## src/rtl/tlb_walker.sv

```systemverilog
// tlb_walker: single-level hardware page-table walker sitting behind the TLB.
// A qualified miss triggers one PTE read at ptbr + VPN*4. A valid PTE is
// written back through the TLB refill port, and an invalid one raises a
// one-cycle page fault.
// Optional build macro PTW_TIMEOUT_EN adds a memory-ack watchdog of
// TIMEOUT_CYCLES request cycles, plus a timeout_o pulse that accompanies
// the resulting fault.
//
// state   | meaning
// S_IDLE  | waiting for a qualified miss; mem_ack_i ignored
// S_REQ   | PTE read outstanding, mem_req_o high, mem_addr_o held
// S_FILL  | one-cycle TLB write strobe with latched VPN/PPN
// S_FAULT | one-cycle page-fault pulse, fault_vaddr_o updated
module tlb_walker #(
    parameter int OFFSET         = 12,
    parameter int TIMEOUT_CYCLES = 255
) (
    input  logic               clk_i,
    input  logic               reset_i,
    input  logic               tlb_miss_i,
    input  logic               access_valid_i,
    input  logic [31:0]        virtual_address_i,
    input  logic [31:0]        ptbr_i,
    input  logic               flush_i,
    output logic               mem_req_o,
    output logic [31:0]        mem_addr_o,
    input  logic               mem_ack_i,
    input  logic [31:0]        mem_rdata_i,
    output logic [31-OFFSET:0] w_virtual_page_o,
    output logic [31-OFFSET:0] w_phys_page_o,
    output logic               write_enable_o,
    output logic               busy_o,
    output logic               page_fault_o,
    output logic [31:0]        fault_vaddr_o
`ifdef PTW_TIMEOUT_EN
    ,
    output logic               timeout_o
`endif
);

    localparam int VPN_W = 32 - OFFSET;

    typedef enum logic [1:0] {
        S_IDLE  = 2'd0,
        S_REQ   = 2'd1,
        S_FILL  = 2'd2,
        S_FAULT = 2'd3
    } state_t;

    state_t           r_state;
    state_t           w_state_nxt;
    logic             w_accept;
    logic             w_fill;
    logic             w_fault;
    logic [VPN_W-1:0] r_vpn;
    logic [VPN_W-1:0] r_ppn;
    logic [31:0]      r_vaddr;
    logic [31:0]      r_mem_addr;
    logic [31:0]      r_fault_vaddr;

    // Only the valid bit and the PPN field of the PTE carry meaning.
    logic w_unused_rdata;
    assign w_unused_rdata = ^mem_rdata_i[OFFSET-1:1];

`ifdef PTW_TIMEOUT_EN
    localparam int CNT_W = (TIMEOUT_CYCLES > 255) ? $clog2(TIMEOUT_CYCLES + 1) : 8;

    logic [CNT_W-1:0] r_cnt;
    logic             r_timeout;
    logic             w_timeout_hit;
    logic             w_tmo_fault;

    // The current REQ cycle is the last one allowed without an ack.
    assign w_timeout_hit = (r_state == S_REQ) && (r_cnt == CNT_W'(TIMEOUT_CYCLES - 1));
`else
    logic w_unused_timeout;
    assign w_unused_timeout = (TIMEOUT_CYCLES != 0);
`endif

    // State register.
    always_ff @(posedge clk_i) begin
        if (reset_i) begin
            r_state <= S_IDLE;
        end else begin
            r_state <= w_state_nxt;
        end
    end

    // Next-state logic. Priority in REQ is flush, then ack, then watchdog.
    always_comb begin
        w_state_nxt = r_state;
        w_accept    = 1'b0;
        w_fill      = 1'b0;
        w_fault     = 1'b0;
`ifdef PTW_TIMEOUT_EN
        w_tmo_fault = 1'b0;
`endif
        case (r_state)
            S_IDLE: begin
                if (tlb_miss_i && access_valid_i && !flush_i) begin
                    w_accept    = 1'b1;
                    w_state_nxt = S_REQ;
                end
            end
            S_REQ: begin
                if (flush_i) begin
                    w_state_nxt = S_IDLE;
                end else if (mem_ack_i) begin
                    if (mem_rdata_i[0]) begin
                        w_fill      = 1'b1;
                        w_state_nxt = S_FILL;
                    end else begin
                        w_fault     = 1'b1;
                        w_state_nxt = S_FAULT;
                    end
                end
`ifdef PTW_TIMEOUT_EN
                else if (w_timeout_hit) begin
                    w_fault     = 1'b1;
                    w_tmo_fault = 1'b1;
                    w_state_nxt = S_FAULT;
                end
`endif
            end
            S_FILL, S_FAULT: begin
                w_state_nxt = S_IDLE;
            end
            default: begin
                w_state_nxt = S_IDLE;
            end
        endcase
    end

    // Walk context: the PTE address is captured once at acceptance, so
    // later ptbr_i/virtual_address_i changes cannot disturb the request.
    always_ff @(posedge clk_i) begin
        if (reset_i) begin
            r_vpn         <= '0;
            r_ppn         <= '0;
            r_vaddr       <= '0;
            r_mem_addr    <= '0;
            r_fault_vaddr <= '0;
        end else begin
            if (w_accept) begin
                r_vpn      <= virtual_address_i[31:OFFSET];
                r_vaddr    <= virtual_address_i;
                r_mem_addr <= ptbr_i + 32'({virtual_address_i[31:OFFSET], 2'b00});
            end
            if (w_fill) begin
                r_ppn <= mem_rdata_i[31:OFFSET];
            end
            if (w_fault) begin
                r_fault_vaddr <= r_vaddr;
            end
        end
    end

`ifdef PTW_TIMEOUT_EN
    // Watchdog: zero whenever not waiting, so each walk starts fresh.
    always_ff @(posedge clk_i) begin
        if (reset_i) begin
            r_cnt     <= '0;
            r_timeout <= 1'b0;
        end else begin
            if (r_state != S_REQ) begin
                r_cnt <= '0;
            end else if (!mem_ack_i) begin
                r_cnt <= r_cnt + CNT_W'(1);
            end
            r_timeout <= w_tmo_fault;
        end
    end

    assign timeout_o = r_timeout;
`endif

    assign mem_req_o        = (r_state == S_REQ);
    assign mem_addr_o       = r_mem_addr;
    assign write_enable_o   = (r_state == S_FILL);
    assign page_fault_o     = (r_state == S_FAULT);
    assign busy_o           = (r_state != S_IDLE);
    assign w_virtual_page_o = r_vpn;
    assign w_phys_page_o    = r_ppn;
    assign fault_vaddr_o    = r_fault_vaddr;

endmodule

```

## config.mk

```make
export PLATFORM = sky130hd
export DESIGN_NAME = tlb_walker
export DESIGN_NICKNAME = d
export VERILOG_FILES = /design/src/rtl/tlb_walker.sv
export SDC_FILE = /design/constraint.sdc
export NUM_CORES = 1
export LEC_CHECK = 0
export BUFFER_PORTS_ARGS = -buffer_cell sky130_fd_sc_hd__buf_2
export CAP_MARGIN = 40
export CORE_AREA = 4 4 141 143
export CTS_BUF_LIST = sky130_fd_sc_hd__clkbuf_4
export CTS_CLUSTER_SIZE = 20
export DETAILED_ROUTE_END_ITERATION = 10
export DIE_AREA = 0 0 145 147
export PLACE_DENSITY_LB_ADDON = 0.3
export SYNTH_ARGS = -nofsm -noshare
export SYNTH_HDL_FRONTEND = slang
export SYNTH_SLANG_ARGS = --single-unit
```

## constraint.sdc

```tcl
create_clock -name clk_i -period 3.1 [get_ports clk_i]
set_clock_uncertainty 0.1 [all_clocks]
set_input_delay 0.62 -clock clk_i [delete_from_list [all_inputs] [get_ports clk_i]]
set_output_delay 0.62 -clock clk_i [all_outputs]
set_load 0.03 [all_outputs]
```

# Yosys cells after proc, flatten, opt, wreduce, memory -nomap -nowiden
# Cells that the tools add are included.
# totals
regBits,138
input_bits,102
# classes
addsub,1
eq_ne,5
mux,15
reduce_logical,7
# op_table
cell,count
32-bit by 22-bit adder with 32-bit output,1
1-bit 2-to-1 mux,11
2-bit 2-to-1 mux,3
2-bit case mux with 3 select lines,1
2-bit equality test (second input constant),2
3-bit by 2-bit inequality test with 1-bit output (second input constant),1
2-bit by 1-bit equality test with 1-bit output (second input constant),1
1-bit logical AND,2
2-bit logical NOT,1
2-bit inequality test (second input constant),1
2-bit AND reduction,1
2-bit nonzero test,1
2-bit OR reduction,1
1-bit logical NOT,1

# Longest topological paths before layout
# depth
depth_word,4
depth_mapped,10
ltp_nobuf,10

# Worst setup path after synthesis
# No wires, ideal clock.
# synth_path
path_kind,input port to flip-flop
from,in virtual_address_i[12]
to,reg r_mem_addr[14] (netlist: mem_addr_o[14])
t_arrival_ns,2.261
setup_slack_ns,0.619
cell_stages,9
n_path_buf,0
cell_sequence,ha_1 > inv_1 > fa_1 > nor2b_1 > o2111ai_1 > and2_1 > o211ai_1 > a21oi_1 > a211o_1
# synth_via
elab_chain_cells,1
# synth_rtl
element,line,source
start: declaration,22,"input logic [31:0] virtual_address_i,"
32-bit by 22-bit adder with 32-bit output,147,"r_mem_addr <= ptbr_i + 32'({virtual_address_i[31:OFFSET], 2'b00});"
end signal: assignment,147,
end: declaration,58,logic [31:0] r_mem_addr;
# No other way between the ends.
# A chain may end at the register's enable or synchronous reset.

# Worst setup path in the final report
# layout_path
from,in virtual_address_i[12]
to,reg r_mem_addr[12] (netlist: mem_addr_o[12])
# The elaborated chain is that of the path after synthesis.

==> metrics.md <==
| Metric | Value |
|---|---|
| Initial DRC count | 220 |
| Number of flops mapped to enable cells by yosys | 0 |
| First-pass GRT wire length | around 27000 um |
| Yosys top cell area share | 0.428 |
| Clk_lat worst skew | about 0.53 ns |
| Die height | ~150 um |
| Post-Syn Instances | between 700 and 800 |
| DP Area | around 0.0066 sq mm |
| Vias in the first global route | 5173 |
| LEAKAGE | 2.99 nW |
| Minimum clock period | ~2.4 ns |
| Seq/Total Area, Yosys | 0.428 |
| Routability cong. | between 0.8 and 0.9 |
| Drt drc | 0 |
| FFs w/ async S/R, synth | 0 |
| Slew headroom | 0.678 |
| Post-route cell area | around 0.0069 sq mm |
| Cell family with most CP delay | compound AO/OA/AOI/OAI gates |
| Detail Placement HPWL | 12200 um |
| CTS sink count | between 100 and 150 |
| Syn Nets | about 830 |
| DIE AREA | about 0.021 sq mm |
| Clock tree root buffer cell | clkbuf_4 |
| RSZ-0062 raised after global routing | no |
| CP endpoint kind | flop |
| Grt ovf | 0 |
| Setup_tns | 0 ns |
| Worst vdd ir | 166 uV |
| Post-CTS Setup Inserts | 0 |
| Max Slew Vio Count | 0 |
| TritonCTS buffer count | 17 |
| Pre-CTS setup slack | around 0.19 ns |
| Final ANT Viol Nets | 0 |
| Top-count cell post-synth | nand2_1 |
| Routed wl met3 | ~1100 um |
| # port buffers | 198 |
| CTS tree | built |
| Endpoints failing setup | 0 |
| Top Layer Used | met5 |
| Ant diodes | 0 |
| Synth cell count leaders | nand2_1 (212), dfxtp_1 (118), a21oi_1 (117), clkbuf_1 (36), nor2_1 (26) |
| Max Clk Rate | about 0.41 GHz |
| Fillers | ~2000 |
| Final Util | 0.372 |
| Top post-synthesis cells by area | dfxtp_1 (43%), nand2_1 (14%), a21oi_1 (11%), ha_1 (4.5%), buf_4 (2.7%) |
| Synthesized flop and latch total | about 120 |
| WP buf/inv | 2 |
| Num rows | 50 |
| Gr usage total | 0.156 |
| Worst EP required | ~3.5 ns |
| Critical path, cell by cell | buf_2 -> ha_1 -> inv_1 -> fa_1 -> nor2b_1 -> o2111ai_1 -> a21boi_0 -> a2111oi_0 -> or3_1 -> a21oi_1 |
| Worst-path clk slew | 0.12 ns |
| CP max stage delay | 0.40 ns |
| Worst Tran Pin Value | just under 0.5 ns |
| Area of the multi-input gates | 0.00283 sq mm |
| Vias | between 5000 and 6000 |
| Die X | roughly 150 um |
| Max-cap violation count | 0 |
| Pwr/cell area | 468 mW/mm^2 |
| Crit-path slowest cell | fa_1 |
| Worst min path class | in -> reg |
| Largest net degree at the start of global routing | 80 |
| Met1 WL | about 7600 um |
| Critical Path AT | roughly 2.8 ns |
| Status | complete, no violations |
| Routed WL | roughly 17000 um |
| Syn. warnings | 0 |
| Final period util | 0.778 |
| Wire length on met2 | between 7000 and 8000 um |
| PnR worst setup slack | 0.689 ns |
| Mean post-synth cell area | 7.78 sq um |
| Core area | about 0.019 sq mm |
| Area Growth Syn to Fin | 25.1% |
| FF+latch area | around 0.0024 sq mm |
| CTS resizes | 0 |
| Type of the worst setup path | in -> reg |
| Number of library cell types mapped by synthesis | 52 |
| H-tree depth | 4 |
| Initial Utilization | 0.297 |
| Mapped Area | between 0.005 and 0.006 sq mm |
| First-pass detailed-route iteration total | 4 |
| Initial antenna violation count | 3 |
| Layout cells sized above 1 | 0.289 |
| Crit start category | input pin |
| Area leader, netlist | dfxtp_1 |
| Prevailing post-synth register cell | dfxtp_1 |
| Routed len/inst | about 15 um |
| Hold Fails Final Rpt | 0 |
| Top-Level Pins | 210 |
| Vias per cell | 4.70 |
| Worst-case clock buffer depth | 2 |
| Cts hold-fix bufs | 0 |
| Layout Nets | between 1000 and 1500 |
| Critical path fanouts, max | 3 |
[state kept, by name, indices dropped and copies added (netlist names)]
| register | cells |
|---|---|
| fault_vaddr_o | 32 |
| mem_addr_o | 32 |
| r_state | 2 |
| r_vaddr | 12 |
| w_phys_page_o | 20 |
| w_virtual_page_o | 20 |
[path summary, 6_finish.rpt]
kind | start | to | slack, ns | cells past startpoint
worst min-delay path | virtual_address_i[8] | r_vaddr[8]$_SDFFE_PP0P_ | 0.21 | 3
worst max register to register | r_state[1]$_SDFFE_PP0P_ | mem_addr_o[5]$_SDFFE_PP0P_ | 0.87 | 7
worst min register to register | r_vaddr[0]$_SDFFE_PP0P_ | fault_vaddr_o[0]$_SDFFE_PP0P_ | 0.36 | 2
worst max-delay path | virtual_address_i[12] | mem_addr_o[12]$_SDFFE_PP0P_ | 0.69 | 10
[worst min-delay path: cells and delay by family]
kind,cells,cell delay [ns]
buffers and inverters,1,0.10
AND/OR/NAND/NOR,1,0.04
AO/OA/AOI/OAI,1,0.05
[metal layers]
layer,up-vias,track usage
li1,2744,-
met1,2399,0.193
met2,136,0.262
met3,12,0.0568
met4,6,0.0342
met5,-,0
[area by class of cell]
class,instances,area share
multi-input combinational,523,0.410
sequential,118,0.342
clock buffer,17,0.0185
tap,234,0.0423
timing repair buffer,210,0.160
inverter,9,0.00489
clock inverter,15,0.0224
[metrics by stage]
stage	hold WS (ns)	total power, mW	std cells
after floorplan	0.332	1.97	710
after global placement	0.338	2.14	1094
after detailed placement	0.341	2.14	1094
after CTS	0.142	3.30	1126
after global routing	0.150	3.42	1126
final	0.214	3.24	1126
[power breakdown]
part           total [mW]  switching, mW  internal, mW  leakage (nW)
combinational       0.532          0.335         0.197          1.89
sequential           1.57         0.0200          1.55         0.955
clock                1.13          0.651         0.481         0.150
[logic make-up after synthesis]
kind of cell,after synthesis,synth area share
buffers and inverters,69,0.0614
AOI/OAI and AO/OA,186,0.200
xor gates and xnor gates,22,0.0349
adders and majority gates,21,0.0489
and+or+nand+nor,294,0.228
DFF,118,0.428
[cell usage in the layout, fill, tap and decap left out, types with 4 or more instances in the layout]
| cell | instances |
|---|---|
| ha_1 | 20 |
| nand3_1 | 16 |
| xnor2_1 | 11 |
| a21boi_0 | 4 |
| a211oi_1 | 10 |
| nand4_1 | 8 |
| buf_2 | 197 |
| a21o_1 | 4 |
| o21ai_0 | 17 |
| xor2_1 | 11 |
| clkinv_4 | 5 |
| o21ai_1 | 6 |
| a21oi_1 | 117 |
| clkbuf_4 | 17 |
| buf_4 | 11 |
| nand3b_1 | 6 |
| nor2_1 | 24 |
| nand2_1 | 212 |
| dfxtp_1 | 118 |
| inv_1 | 9 |
No activity file was read; power rests on OpenSTA's default activity.
